==> config.mk <==
export PLATFORM = sky130hd
export DESIGN_NAME = serial_adder
export DESIGN_NICKNAME = d
export VERILOG_FILES = /design/src/rtl/adder_pkg.sv /design/src/rtl/full_adder.sv /design/src/rtl/serial_adder.sv
export SDC_FILE = /design/constraint.sdc
export NUM_CORES = 1
export LEC_CHECK = 0
export ABC_AREA = 0
export CAP_MARGIN = 20
export CORE_MARGIN = 3
export CORE_UTILIZATION = 55
export CTS_CLUSTER_SIZE = 24
export DETAILED_ROUTE_END_ITERATION = 10
export MAX_ROUTING_LAYER = met4
export PLACE_DENSITY = 0.91
export SLEW_MARGIN = 20
export SYNTH_ARGS = -nofsm -noshare
export SYNTH_HDL_FRONTEND = slang
export SYNTH_HIERARCHICAL = 1
export SYNTH_SLANG_ARGS = --single-unit
==> constraint.sdc <==
create_clock -name clk -period 3.48 [get_ports clk]
set_clock_uncertainty 0.15 [all_clocks]
set_input_delay 0.696 -clock clk [delete_from_list [all_inputs] [get_ports clk]]
set_output_delay 0.696 -clock clk [all_outputs]
set_load 0.005 [all_outputs]
==> src/rtl/adder_pkg.sv <==
// adder_pkg: state encodings shared by the serial arithmetic blocks
package adder_pkg;

    typedef enum logic [1:0] {
        IDLE = 2'd0,
        RUN  = 2'd1,
        DONE = 2'd2
    } state_t;

endpackage

==> src/rtl/full_adder.sv <==
// full_adder: one-bit combinational full-adder slice
module full_adder (
    input  logic a,
    input  logic b,
    input  logic cin,
    output logic sum,
    output logic cout
);

    assign sum  = a ^ b ^ cin;
    assign cout = (a & b) | (cin & (a ^ b));

endmodule

==> src/rtl/serial_adder.sv <==
// serial_adder: bit-serial adder, one result bit per clock, LSB first
module serial_adder
    import adder_pkg::*;
#(
    parameter int WIDTH = 8
) (
    input  logic             clk,
    input  logic             rst_n,
    input  logic             start,
    input  logic [WIDTH-1:0] a,
    input  logic [WIDTH-1:0] b,
    input  logic             cin,
    output logic             busy,
    output logic             done,
    output logic [WIDTH-1:0] sum,
    output logic             cout
);

    localparam int CNT_W = $clog2(WIDTH + 1);
    localparam logic [CNT_W-1:0] LAST = CNT_W'(WIDTH - 1);

    state_t           state;
    logic [WIDTH-1:0] a_sh;
    logic [WIDTH-1:0] b_sh;
    logic [WIDTH-1:0] r_sh;
    logic [CNT_W-1:0] cnt;
    logic             carry;
    logic             fa_sum;
    logic             fa_cout;
    logic [WIDTH:0]   r_cat;
    logic [WIDTH-1:0] r_next;

    full_adder u_fa (
        .a    (a_sh[0]),
        .b    (b_sh[0]),
        .cin  (carry),
        .sum  (fa_sum),
        .cout (fa_cout)
    );

    // new sum bit enters at the MSB so the LSB-first result lands aligned after WIDTH shifts
    assign r_cat  = {fa_sum, r_sh};
    assign r_next = r_cat[WIDTH:1];

    // control FSM with datapath shift registers; outputs are registered
    always_ff @(posedge clk or negedge rst_n) begin
        if (!rst_n) begin
            state <= IDLE;
            a_sh  <= '0;
            b_sh  <= '0;
            r_sh  <= '0;
            cnt   <= '0;
            carry <= 1'b0;
            busy  <= 1'b0;
            done  <= 1'b0;
            sum   <= '0;
            cout  <= 1'b0;
        end else begin
            case (state)
                IDLE: begin
                    done <= 1'b0;
                    if (start) begin
                        a_sh  <= a;
                        b_sh  <= b;
                        carry <= cin;
                        cnt   <= '0;
                        busy  <= 1'b1;
                        state <= RUN;
                    end
                end
                RUN: begin
                    a_sh  <= a_sh >> 1;
                    b_sh  <= b_sh >> 1;
                    r_sh  <= r_next;
                    carry <= fa_cout;
                    cnt   <= cnt + CNT_W'(1);
                    if (cnt == LAST) begin
                        sum   <= r_next;
                        cout  <= fa_cout;
                        done  <= 1'b1;
                        state <= DONE;
                    end
                end
                DONE: begin
                    done  <= 1'b0;
                    busy  <= 1'b0;
                    state <= IDLE;
                end
                default: begin
                    done  <= 1'b0;
                    busy  <= 1'b0;
                    state <= IDLE;
                end
            endcase
        end
    end

endmodule

==> results.sh <==
export IMPL_r2r_slack_ns=1.03
export IMPL_overflow=0
export IMPL_p_leak_nw=0.962
export IMPL_grt_met3_usage=0.0647
export IMPL_slowest_delay_ns=0.82
export IMPL_p_switching_mw=0.643
export IMPL_yosys_warnings=6
export IMPL_synthTopCellsByCount="dfrtp_1 (41), nand2_1 (30), o21ai_0 (18), nor2b_1 (16), a21oi_1 (15)"
export IMPL_cts_setup_buffers=0
export IMPL_vias=1374
export IMPL_cp_endpoint="sum[2]$_DFFE_PN0P_"
export IMPL_start_kind="flop"
export IMPL_met1_usage=0.273
export IMPL_grt_max_degree=42
export IMPL_intPower_mw=1.19
export IMPL_hpwl_um=2620
export IMPL_finalWeightedCongestion=0.762
export IMPL_grt_pass1_wl_um=6670
export IMPL_path_delay_family="simple AND/OR/NAND/NOR gates"
export IMPL_p_clk_frac=0.177
export IMPL_dpl_instance_area_mm2=0.00212
export IMPL_cp_depth=3
export IMPL_cts_sinks=41
export IMPL_min_period_ns=2.45
export IMPL_outcome="completed"
export IMPL_synth_ff_type="dfrtp_1"
export IMPL_timing_rr_end="sum[2]$_DFFE_PN0P_"
export IMPL_synth_cells=169
export IMPL_crit_chain="nand2b_1, nor3_4, mux2_2"
export IMPL_htree_levels=2
export IMPL_diodes=0
export IMPL_ant_nets=0
export IMPL_powerDensity_mw_per_mm2=830
export IMPL_finalCritPeriodShare=0.704
export IMPL_io_pin_count=31
export IMPL_final_cells=244
export IMPL_hold_path_class="input pin to async pin"
export IMPL_track_usage=0.225
export IMPL_cts_clk_slew_worst_paths_ns=0.11
export IMPL_worst_slew_pin_slew_ns=0.891
export IMPL_syn_nets=191
export IMPL_placeableCoreArea_mm2=0.00308
export IMPL_io_buffer_count=30
export IMPL_max_clock_path_buffers=2
export IMPL_grt_pass1_vias=1381
export IMPL_cp_startpoint="state[0]$_DFFE_PN0P_"
export IMPL_power_mw=1.83
export IMPL_reg2regPathDepth=3
export IMPL_cp_slowest_cell="dfrtp_1"
export IMPL_synth_cell_area_mm2=0.00179
export IMPL_drc_errors=0
export IMPL_slew_headroom=0.406
export IMPL_sequentialPowerShare=0.469
export IMPL_path_class="flop to flop"
export IMPL_yosysTopAreaCell="dfrtp_1"
export IMPL_syn2layout_area_growth_pct=23.2
export IMPL_clock_fmax_mhz=408
export IMPL_drv_slew=0
export IMPL_drtIter0Drc=61
export IMPL_rows=20
export IMPL_cts_hold_buf=0
export IMPL_die_y_um=63.0
export IMPL_synth_top_area_frac=0.574
export IMPL_tns_ns=0
export IMPL_ys_ff_latch=41
export IMPL_crit_buf_inv=0
export IMPL_postLayoutCellArea_mm2=0.00220
export IMPL_start_util=0.581
export IMPL_synth_cell_types=20
export IMPL_drv_cap=0
export IMPL_vias_per_cell=5.63
export IMPL_switching_share=0.351
export IMPL_dieArea_mm2=0.00397
export IMPL_antenna_found_initial=0
export IMPL_drive_gt1_frac=0.105
export IMPL_hold_viol=0
export IMPL_clock_root_buffer="clkbuf_4"
export IMPL_synth_edf_count=0
export IMPL_rsz0062_at_grt="no"
export IMPL_syn_area_per_cell_um2=10.6
export IMPL_grt_busiest_layer="met2"
export IMPL_finalSetupViolCount=0
export IMPL_crit_path_end_kind="flop"
export IMPL_synth_most_common_cell="dfrtp_1"
export IMPL_required_ns=3.58
export IMPL_cp_arrival_ns=2.55
export IMPL_async_flop_share=1.00
export IMPL_yosysSeqAreaShare=0.574
export IMPL_drtPass1Iterations=4
export IMPL_clock_latency_ns=0.37
export IMPL_cts_resized=0
export IMPL_dp_cells=236
export IMPL_grtUsageMet2=0.358
export IMPL_crit_fanout=25
export IMPL_final_nets=221
export IMPL_wire_per_inst_um=15.4
export IMPL_cts_made_buffers=5
export IMPL_synth_area_top_cells="dfrtp_1 (57%), mux2_2 (6.3%), nand2_1 (6.3%), a22oi_1 (5.9%), nor2b_1 (5.6%)"
export IMPL_power_frac_comb=0.353
export IMPL_reg2reg_from="state[0]$_DFFE_PN0P_"
export IMPL_die_x_um=63.0
export IMPL_wirelength_um=3760
export IMPL_peakVddDrop_v=0.000432
export IMPL_cts_tree="yes"
## worst min path at each step
stage                          endpoint  slack, ns
floorplan           a_sh[0]$_DFFE_PN0P_       0.25
global placement    r_sh[1]$_DFFE_PN0P_       0.30
detailed placement  b_sh[3]$_DFFE_PN0P_       0.33
CTS                 a_sh[0]$_DFFE_PN0P_       0.30
global route        a_sh[0]$_DFFE_PN0P_       0.35
finish               sum[3]$_DFFE_PN0P_       0.30
## logic make-up after synthesis
kind of cell | after synthesis | share of synthesized area
AND/OR/NAND/NOR | 55 | 0.150
adder cells (fa/ha/maj) | 2 | 0.0182
buffers and inverters | 9 | 0.0203
AO/OA/AOI/OAI | 52 | 0.174
flip-flops | 41 | 0.574
multiplexers | 10 | 0.0630
## power by group through the flow
stage          clock [mW]  sequential [mW]  combinational, mW
2_1_floorplan           0            0.797              0.439
3_3_place_gp            0            0.846              0.606
4_1_cts             0.332            0.857              0.654
3_5_place_dp            0            0.866              0.651
5_1_grt             0.358            0.891              0.734
6_report            0.324            0.858              0.646
## sequential cells by signal, indices dropped and copies added, names as in the netlist
signal	cells
cnt	4
state	2
b_sh	8
a_sh	8
done	1
sum	8
busy	1
carry	1
cout	1
r_sh	7
## metrics by stage
| stage | setup slack (ns) | util | hold WS [ns] |
|---|---|---|---|
| 2_1_floorplan | 1.77 | - | 0.250 |
| 3_3_place_gp | 0.916 | 0.688 | 0.304 |
| 3_5_place_dp | 0.756 | 0.688 | 0.327 |
| 4_1_cts | 1.05 | 0.715 | 0.305 |
| 5_1_grt | 0.822 | 0.715 | 0.348 |
| 6_report | 1.03 | 0.715 | 0.297 |
## cell type report
class	count	area, µm²
Clock inverter	1	30.0
Sequential cell	41	1030
Clock buffer	7	55.1
Fill cell	222	876
Multi-Input combinational cell	119	726
Tap cell	44	55.1
Timing Repair Buffer	32	310
## metal layers
metal / wire, µm / share of wire / up-vias
met3: 225 / 0.060 / 7
li1: - / - / 650
met5: 0 / 0 / -
met2: 1970 / 0.52 / 37
met1: 1510 / 0.40 / 680
met4: 51 / 0.014 / 0
## cell usage in the layout (no fill, tap or decap), types with 2 or more instances in the layout
cell type	instances
nand3_1	2
dfrtp_1	41
nand2_1	30
clkdlybuf4s50_1	29
a22o_1	2
buf_4	2
a21oi_1	15
nor2b_1	16
o21ai_0	18
clkbuf_4	5
mux2_2	10
nor2_1	4
a22oi_1	14
## worst register-to-register path: stages (launching register included)
cell      delay (ns)
dfrtp_1         0.82
nand2b_1        0.44
nor3_4          0.54
mux2_2          0.39
Power figures use the tool's default switching activity.
